## config.mk

```make
export PLATFORM = sky130hd
export DESIGN_NAME = product_reducer
export DESIGN_NICKNAME = d
export VERILOG_FILES = /design/src/rtl/convolver_pkg.sv /design/src/rtl/reducer_stage.sv /design/src/rtl/product_reducer.sv
export SDC_FILE = /design/constraint.sdc
export NUM_CORES = 1
export LEC_CHECK = 0
export BUFFER_PORTS_ARGS = -buffer_cell sky130_fd_sc_hd__buf_2
export CORE_MARGIN = 4
export CORE_UTILIZATION = 30
export CTS_CLUSTER_DIAMETER = 80
export DETAILED_ROUTE_END_ITERATION = 8
export GPL_TIMING_DRIVEN = 1
export SLEW_MARGIN = 10
export SYNTH_ARGS = -nofsm -noshare
export SYNTH_HDL_FRONTEND = slang
export SYNTH_HIERARCHICAL = 1
export SYNTH_SLANG_ARGS = --single-unit
```

## constraint.sdc

```tcl
create_clock -name clk -period 6.2 [get_ports clk]
set_clock_uncertainty 0.05 [all_clocks]
set_input_delay 0.62 -clock clk [delete_from_list [all_inputs] [get_ports clk]]
set_output_delay 0.62 -clock clk [all_outputs]
set_load 0.01 [all_outputs]
```

## src/rtl/convolver_pkg.sv

```systemverilog
// Shared sizing helpers for the convolver datapath: product count, adder-tree depth,
// accumulator width and the multiplier-bus lane layout.
package convolver_pkg;

    function automatic int clog2(input int value);
        int result;
        int span;
        result = 0;
        span   = 1;
        while (span < value) begin
            span   = span * 2;
            result = result + 1;
        end
        return result;
    endfunction

    function automatic int n_products(input int kernel_size);
        return kernel_size * kernel_size;
    endfunction

    // Growth of clog2(N) bits is enough headroom that the tree can never overflow.
    function automatic int sum_width(input int data_width, input int kernel_size);
        return data_width + clog2(n_products(kernel_size));
    endfunction

    function automatic int stage_count(input int kernel_size);
        int depth;
        depth = clog2(n_products(kernel_size));
        return (depth < 1) ? 1 : depth;
    endfunction

    // Number of partial sums held by tree level `stage` (ceil(n / 2**(stage+1))).
    function automatic int level_count(input int n, input int stage);
        return (n + (1 << (stage + 1)) - 1) >> (stage + 1);
    endfunction

    // Lane i of the multiplier bus lives at bits [i*width +: width].
    function automatic int lane_lsb(input int lane, input int width);
        return lane * width;
    endfunction

endpackage

```

## src/rtl/reducer_stage.sv

```systemverilog
// One registered level of the adder tree: adds neighbouring pairs, forwards an odd
// trailing element untouched, and carries a valid bit. Holds everything while enable=0.
module reducer_stage #(
    parameter int IN_COUNT = 2,
    parameter int WIDTH    = 36
) (
    input  logic                                 clk,
    input  logic                                 reset,
    input  logic                                 enable,
    input  logic                                 in_valid,
    input  logic [IN_COUNT*WIDTH-1:0]            data_in,
    output logic                                 out_valid,
    output logic [((IN_COUNT+1)/2)*WIDTH-1:0]    data_out
);

    localparam int OUT_COUNT = (IN_COUNT + 1) / 2;

    logic [OUT_COUNT*WIDTH-1:0] next_data;

    for (genvar i = 0; i < OUT_COUNT; i++) begin : g_pair
        if (2 * i + 1 < IN_COUNT) begin : g_add
            assign next_data[i*WIDTH +: WIDTH] = data_in[2*i*WIDTH +: WIDTH]
                                               + data_in[(2*i+1)*WIDTH +: WIDTH];
        end else begin : g_pass
            assign next_data[i*WIDTH +: WIDTH] = data_in[2*i*WIDTH +: WIDTH];
        end
    end

    always_ff @(posedge clk or posedge reset) begin
        if (reset) begin
            out_valid <= 1'b0;
            data_out  <= '0;
        end else if (enable) begin
            out_valid <= in_valid;
            data_out  <= next_data;
        end
    end

endmodule

```

## src/rtl/product_reducer.sv

```systemverilog
// Pipelined adder tree reducing KERNEL_SIZE**2 signed products to one sum, with a
// single global advance so the whole pipe stalls together under backpressure.
module product_reducer
    import convolver_pkg::*;
#(
    parameter int DATA_WIDTH  = 32,
    parameter int KERNEL_SIZE = 3,
    parameter int SATURATE    = 1
) (
    input  logic                                          clk,
    input  logic                                          reset,
    input  logic                                          in_valid,
    output logic                                          in_ready,
    input  logic [n_products(KERNEL_SIZE)*DATA_WIDTH-1:0] products,
    output logic                                          out_valid,
    input  logic                                          out_ready,
    output logic [DATA_WIDTH-1:0]                         sum
);

    localparam int N         = n_products(KERNEL_SIZE);
    localparam int STAGES    = stage_count(KERNEL_SIZE);
    localparam int SUM_WIDTH = sum_width(DATA_WIDTH, KERNEL_SIZE);

    localparam logic signed [DATA_WIDTH-1:0] MAX_OUT = {1'b0, {(DATA_WIDTH-1){1'b1}}};
    localparam logic signed [DATA_WIDTH-1:0] MIN_OUT = {1'b1, {(DATA_WIDTH-1){1'b0}}};
    localparam logic signed [SUM_WIDTH-1:0]  MAX_EXT = SUM_WIDTH'(MAX_OUT);
    localparam logic signed [SUM_WIDTH-1:0]  MIN_EXT = SUM_WIDTH'(MIN_OUT);

    logic                       adv;
    logic [N*SUM_WIDTH-1:0]     lanes_ext;
    logic signed [SUM_WIDTH-1:0] final_sum;

    assign adv      = !out_valid || out_ready;
    assign in_ready = adv;

    for (genvar i = 0; i < N; i++) begin : g_lane
        logic signed [DATA_WIDTH-1:0] lane;
        assign lane = products[lane_lsb(i, DATA_WIDTH) +: DATA_WIDTH];
        assign lanes_ext[i*SUM_WIDTH +: SUM_WIDTH] = SUM_WIDTH'(lane);
    end

    // Each level feeds the next; level 0 takes the sign-extended lanes directly.
    for (genvar s = 0; s < STAGES; s++) begin : g_stage
        localparam int IN_COUNT  = (s == 0) ? N : level_count(N, s - 1);
        localparam int OUT_COUNT = level_count(N, s);

        logic [IN_COUNT*SUM_WIDTH-1:0]  din;
        logic [OUT_COUNT*SUM_WIDTH-1:0] q;
        logic                           v_in;
        logic                           v;

        if (s == 0) begin : g_first
            assign din  = lanes_ext;
            assign v_in = in_valid;
        end else begin : g_next
            assign din  = g_stage[s-1].q;
            assign v_in = g_stage[s-1].v;
        end

        reducer_stage #(
            .IN_COUNT (IN_COUNT),
            .WIDTH    (SUM_WIDTH)
        ) u_stage (
            .clk       (clk),
            .reset     (reset),
            .enable    (adv),
            .in_valid  (v_in),
            .data_in   (din),
            .out_valid (v),
            .data_out  (q)
        );
    end

    assign final_sum = g_stage[STAGES-1].q;
    assign out_valid = g_stage[STAGES-1].v;

    always_comb begin
        sum = final_sum[DATA_WIDTH-1:0];
        if (SATURATE != 0) begin
            if (final_sum > MAX_EXT) begin
                sum = MAX_OUT;
            end else if (final_sum < MIN_EXT) begin
                sum = MIN_OUT;
            end
        end
    end

endmodule

```

==> results_tabular.tex <==
\begin{tabular}{lr}
\hline
Metric & Value \\
\hline
\multicolumn{2}{l}{\textbf{Run status}} \\
Outcome & completed \\
\multicolumn{2}{l}{\textbf{Floorplan}} \\
Die boundary width & 328 um \\
Site row count & 117 \\
Starting density of the core & 0.302 \\
Core Area & 0.102 mm2 \\
Die Footprint & 0.108 mm2 \\
Number of I/O pins & 326 \\
Vertical die dimension & 328 um \\
\multicolumn{2}{l}{\textbf{Power and ir drop}} \\
Proportion of power drawn by the clock network & 0.147 \\
Power per cell area & 570 mW/mm2 \\
NetSw & 8940 uW \\
Reg power frac & 0.247 \\
Cell internal power dissipation & 11200 uW \\
VDD IR max & 404 uV \\
Sw frac & 0.443 \\
Static power due to leakage & 0.0157 uW \\
Proportion of power drawn by combinational gates & 0.606 \\
\multicolumn{2}{l}{\textbf{Routing}} \\
Drc violations & 0 \\
DR WL met3 & 3320 um \\
Routed wire length & 85100 um \\
Detailed-routing iteration count for the pre-antenna-repair pass & 7 \\
Mean number of vias per cell & 5.23 \\
Met2 wire length & 42200 um \\
Total number of vias & 25500 \\
Initial DRC count & 1690 \\
WL/cell & 17.5 um \\
Uppermost routed layer & met5 \\
Sum of routed wire segments on met1 & 37700 um \\
Antenna-violating nets left & 0 \\
\multicolumn{2}{l}{\textbf{Clock network}} \\
Number of buffers on the longest clock path & 3 \\
Number of hold-repair buffers added at the cts stage & 1 \\
CTS Buf Count & 49 \\
Buffers inserted during post-CTS setup optimization & 0 \\
CTS tree & done \\
H-Tree Level Count & 2 \\
CTS sink count & 400 \\
Cell at the root of the clock tree & sky130\_fd\_sc\_hd\_\_clkbuf\_16 \\
PostCTS Resize Cnt & 0 \\
Clock latency of the later-clocked register in the worst-skew pair & 0.58 ns \\
Post-CTS clock slew at the launch and capture registers of the worst setup and hold paths & 0.06 ns \\
\multicolumn{2}{l}{\textbf{Timing}} \\
Final clock period utilization by the worst path & 0.590 \\
Unrepaired setup endpoints after global routing & false \\
Highest achievable clock rate & 0.273 GHz \\
Final number of setup-violating endpoints & 0 \\
Slew at the pin closest to its max-slew limit & 1.21 ns \\
Max-Slew Margin vs Limit & 0.192 \\
Setup tns final & 0 ns \\
Min cycle time layout & 3.66 ns \\
Count of endpoints failing hold in the final timing report & 0 \\
Max-slew violation count & 0 \\
\multicolumn{2}{l}{\textbf{Setup path}} \\
Worst r2r src & g\_stage[1].u\_stage/data\_out[0] \\
End point of the critical path & sum[0] \\
Buf+Inv Stages, Crit Path & 1 \\
Worst Reg-to-Reg Cells & 9 \\
Minimum setup slack among reg-to-reg paths & 3.07 ns \\
Path type of the worst setup path & register to output pin \\
Stages on the worst setup path & 3 \\
Cell type group with the largest total delay on the critical path & simple AND/OR/NAND/NOR gates \\
Capture instance of the worst register-to-register path & g\_stage[2].u\_stage/data\_out[34] \\
Worst path required time & 5.53 ns \\
Arrival time reported for the critical path endpoint & 2.99 ns \\
Crit end category & output pin \\
Slowest-stage cell, CP & sky130\_fd\_sc\_hd\_\_nor2b\_4 \\
Startpoint Class & register \\
Delay of the slowest cell on the worst path & 1.03 ns \\
Cell chain of the critical path & nor2b\_4, a221oi\_1, buf\_2 \\
Maximum net fanout on the critical path & 34 \\
Critical path startpoint & g\_stage[3].u\_stage/data\_out[35] \\
\multicolumn{2}{l}{\textbf{Synthesis}} \\
Most common cell in the netlist & sky130\_fd\_sc\_hd\_\_dfrtp\_1 \\
Cell Area, Synth & 0.0308 mm2 \\
Yosys reg bits & 400 \\
Syn. warnings & 6 \\
Mean area per synthesized cell & 9.60 um2 \\
Number of flops mapped to enable cells by yosys & 0 \\
Netlist cell types & 105 \\
Share of Yosys cell area claimed by the top area cell type & 0.325 \\
Leading cell types by count after synthesis & 400 x sky130\_fd\_sc\_hd\_\_dfrtp\_1, 306 x sky130\_fd\_sc\_hd\_\_mux2\_2, 295 x sky130\_fd\_sc\_hd\_\_a21oi\_1 \\
Synth top area cells & sky130\_fd\_sc\_hd\_\_dfrtp\_1 33\%, sky130\_fd\_sc\_hd\_\_ha\_1 11\%, sky130\_fd\_sc\_hd\_\_mux2\_2 11\% \\
Library cell occupying the most area in the post-synthesis netlist & sky130\_fd\_sc\_hd\_\_dfrtp\_1 \\
Async set-or-reset flop fraction in the synthesized netlist & 1.00 \\
Cell count after synthesis & 3206 \\
Sequential fraction of the synthesis area & 0.325 \\
Net count after synthesis & 3786 \\
Primary FF master, synth & sky130\_fd\_sc\_hd\_\_dfrtp\_1 \\
\multicolumn{2}{l}{\textbf{GRT}} \\
Aggregate global routing overflow & 0 \\
Pin count of the biggest net entering global routing & 160 \\
Initial antenna violation count & 8 \\
First-pass GRT wire length & 135000 um \\
Overall track demand over capacity in global routing & 0.153 \\
Via count of the first global-routing pass & 24700 \\
\multicolumn{2}{l}{\textbf{Placement}} \\
Placed cells & 4780 \\
Count of input and output buffers & 325 \\
Half-perimeter wire length after detailed placement & 66700 um \\
Routability congestion estimate from global placement & 0.892 \\
\multicolumn{2}{l}{\textbf{Run}} \\
Max-cap violation count & 0 \\
\multicolumn{2}{l}{\textbf{Layout}} \\
Final Net Count & 4044 \\
Ratio of cells with drive above 1 in the final layout & 0.234 \\
Post-Layout Cell Count & 4872 \\
Layout-stage area growth over the synthesis result & 15.0\% \\
\multicolumn{2}{l}{\textbf{Worst hold path}} \\
Hold crit path type & input port to register \\
\hline
\end{tabular}
logic make-up after synthesis:
group | Yosys count | share of synthesized area
multiplexers | 310 | 0.113
AO/OA/AOI/OAI | 983 | 0.223
adder cells (fa/ha/maj) | 288 | 0.119
buffers and inverters | 213 | 0.0291
flip-flops | 400 | 0.325
XOR/XNOR | 210 | 0.0598
AND/OR/NAND/NOR | 802 | 0.131
flip-flops by register name (all words and copies together), names as in the netlist:
name	count
g_stage.u_stage/data_out	396
g_stage.u_stage/out_valid	4
how the worst min path moves through the flow:
| stage | startpoint | endpoint | slack [ns] | cells past startpoint |
|---|---|---|---|---|
| floorplan | g_stage[0].u_stage/data_out[60] | g_stage[0].u_stage/data_out[60] | 0.40 | 2 |
| global placement | g_stage[1].u_stage/data_out[63] | g_stage[1].u_stage/data_out[63] | 0.43 | 1 |
| detailed placement | g_stage[0].u_stage/data_out[104] | g_stage[0].u_stage/data_out[104] | 0.43 | 2 |
| CTS | products[277] | g_stage[0].u_stage/data_out[165] | 0.19 | 2 |
| global route | products[278] | g_stage[0].u_stage/data_out[166] | 0.21 | 2 |
| finish | products[262] | g_stage[0].u_stage/data_out[150] | 0.23 | 2 |
worst register-to-register path, delay by kind of cell (launching register included):
family	cells	cell delay [ns]
AOI/OAI and AO/OA	4	1.16
adders and majority gates	2	0.70
DFF	1	0.38
and+or+nand+nor	3	0.78
area by class of cell:
class | instances | area (um2)
well taps | 1368 | 1710
diodes | 6 | 15.0
clock buffers | 66 | 1380
fillers | 10500 | 66400
inverters | 80 | 310
repair buffers | 340 | 1770
multi-input cells | 2593 | 19900
clock inverters | 19 | 289
flip-flops and latches | 400 | 10000
per-layer routing:
metal	GRT usage	vias to the layer above
li1	-	12600
met5	0	-
met3	0.0174	83
met2	0.270	497
met1	0.199	12300
met4	0.0366	2
power groups by stage:
stage	Combinational (uW)	Sequential (uW)	Clock [uW]
6_report	12200	4980	2970
5_1_grt	13600	5120	3170
4_1_cts	12200	5010	3070
3_5_place_dp	12100	5050	0
3_3_place_gp	12000	5020	0
2_1_floorplan	9700	4400	0
through the flow:
stage | area (um2) | util | worst slack (ns) | hold WS, ns | power (uW)
2_1_floorplan | 30800 | - | 0.615 | 0.402 | 14100
3_3_place_gp | 33700 | 0.331 | 2.47 | 0.430 | 17000
3_5_place_dp | 33700 | 0.331 | 2.43 | 0.435 | 17200
4_1_cts | 35300 | 0.347 | 2.53 | 0.188 | 20300
5_1_grt | 35400 | 0.348 | 2.38 | 0.211 | 21900
6_report | 35400 | 0.348 | 2.54 | 0.227 | 20200
cells in the final DEF (no fill, tap or decap), drive strengths merged, types with 42 or more instances in the layout:
cell type / instances
mux2: 306
dfrtp: 400
ha: 280
nand2: 206
xnor2: 136
o21a: 43
buf: 339
clkbuf: 66
a21o: 148
a31oi: 42
inv: 79
nand4: 81
xor2: 74
nand3: 85
nor2: 190
nor3: 51
a21oi: 296
o21ai: 140
Power figures use the tool's default switching activity.
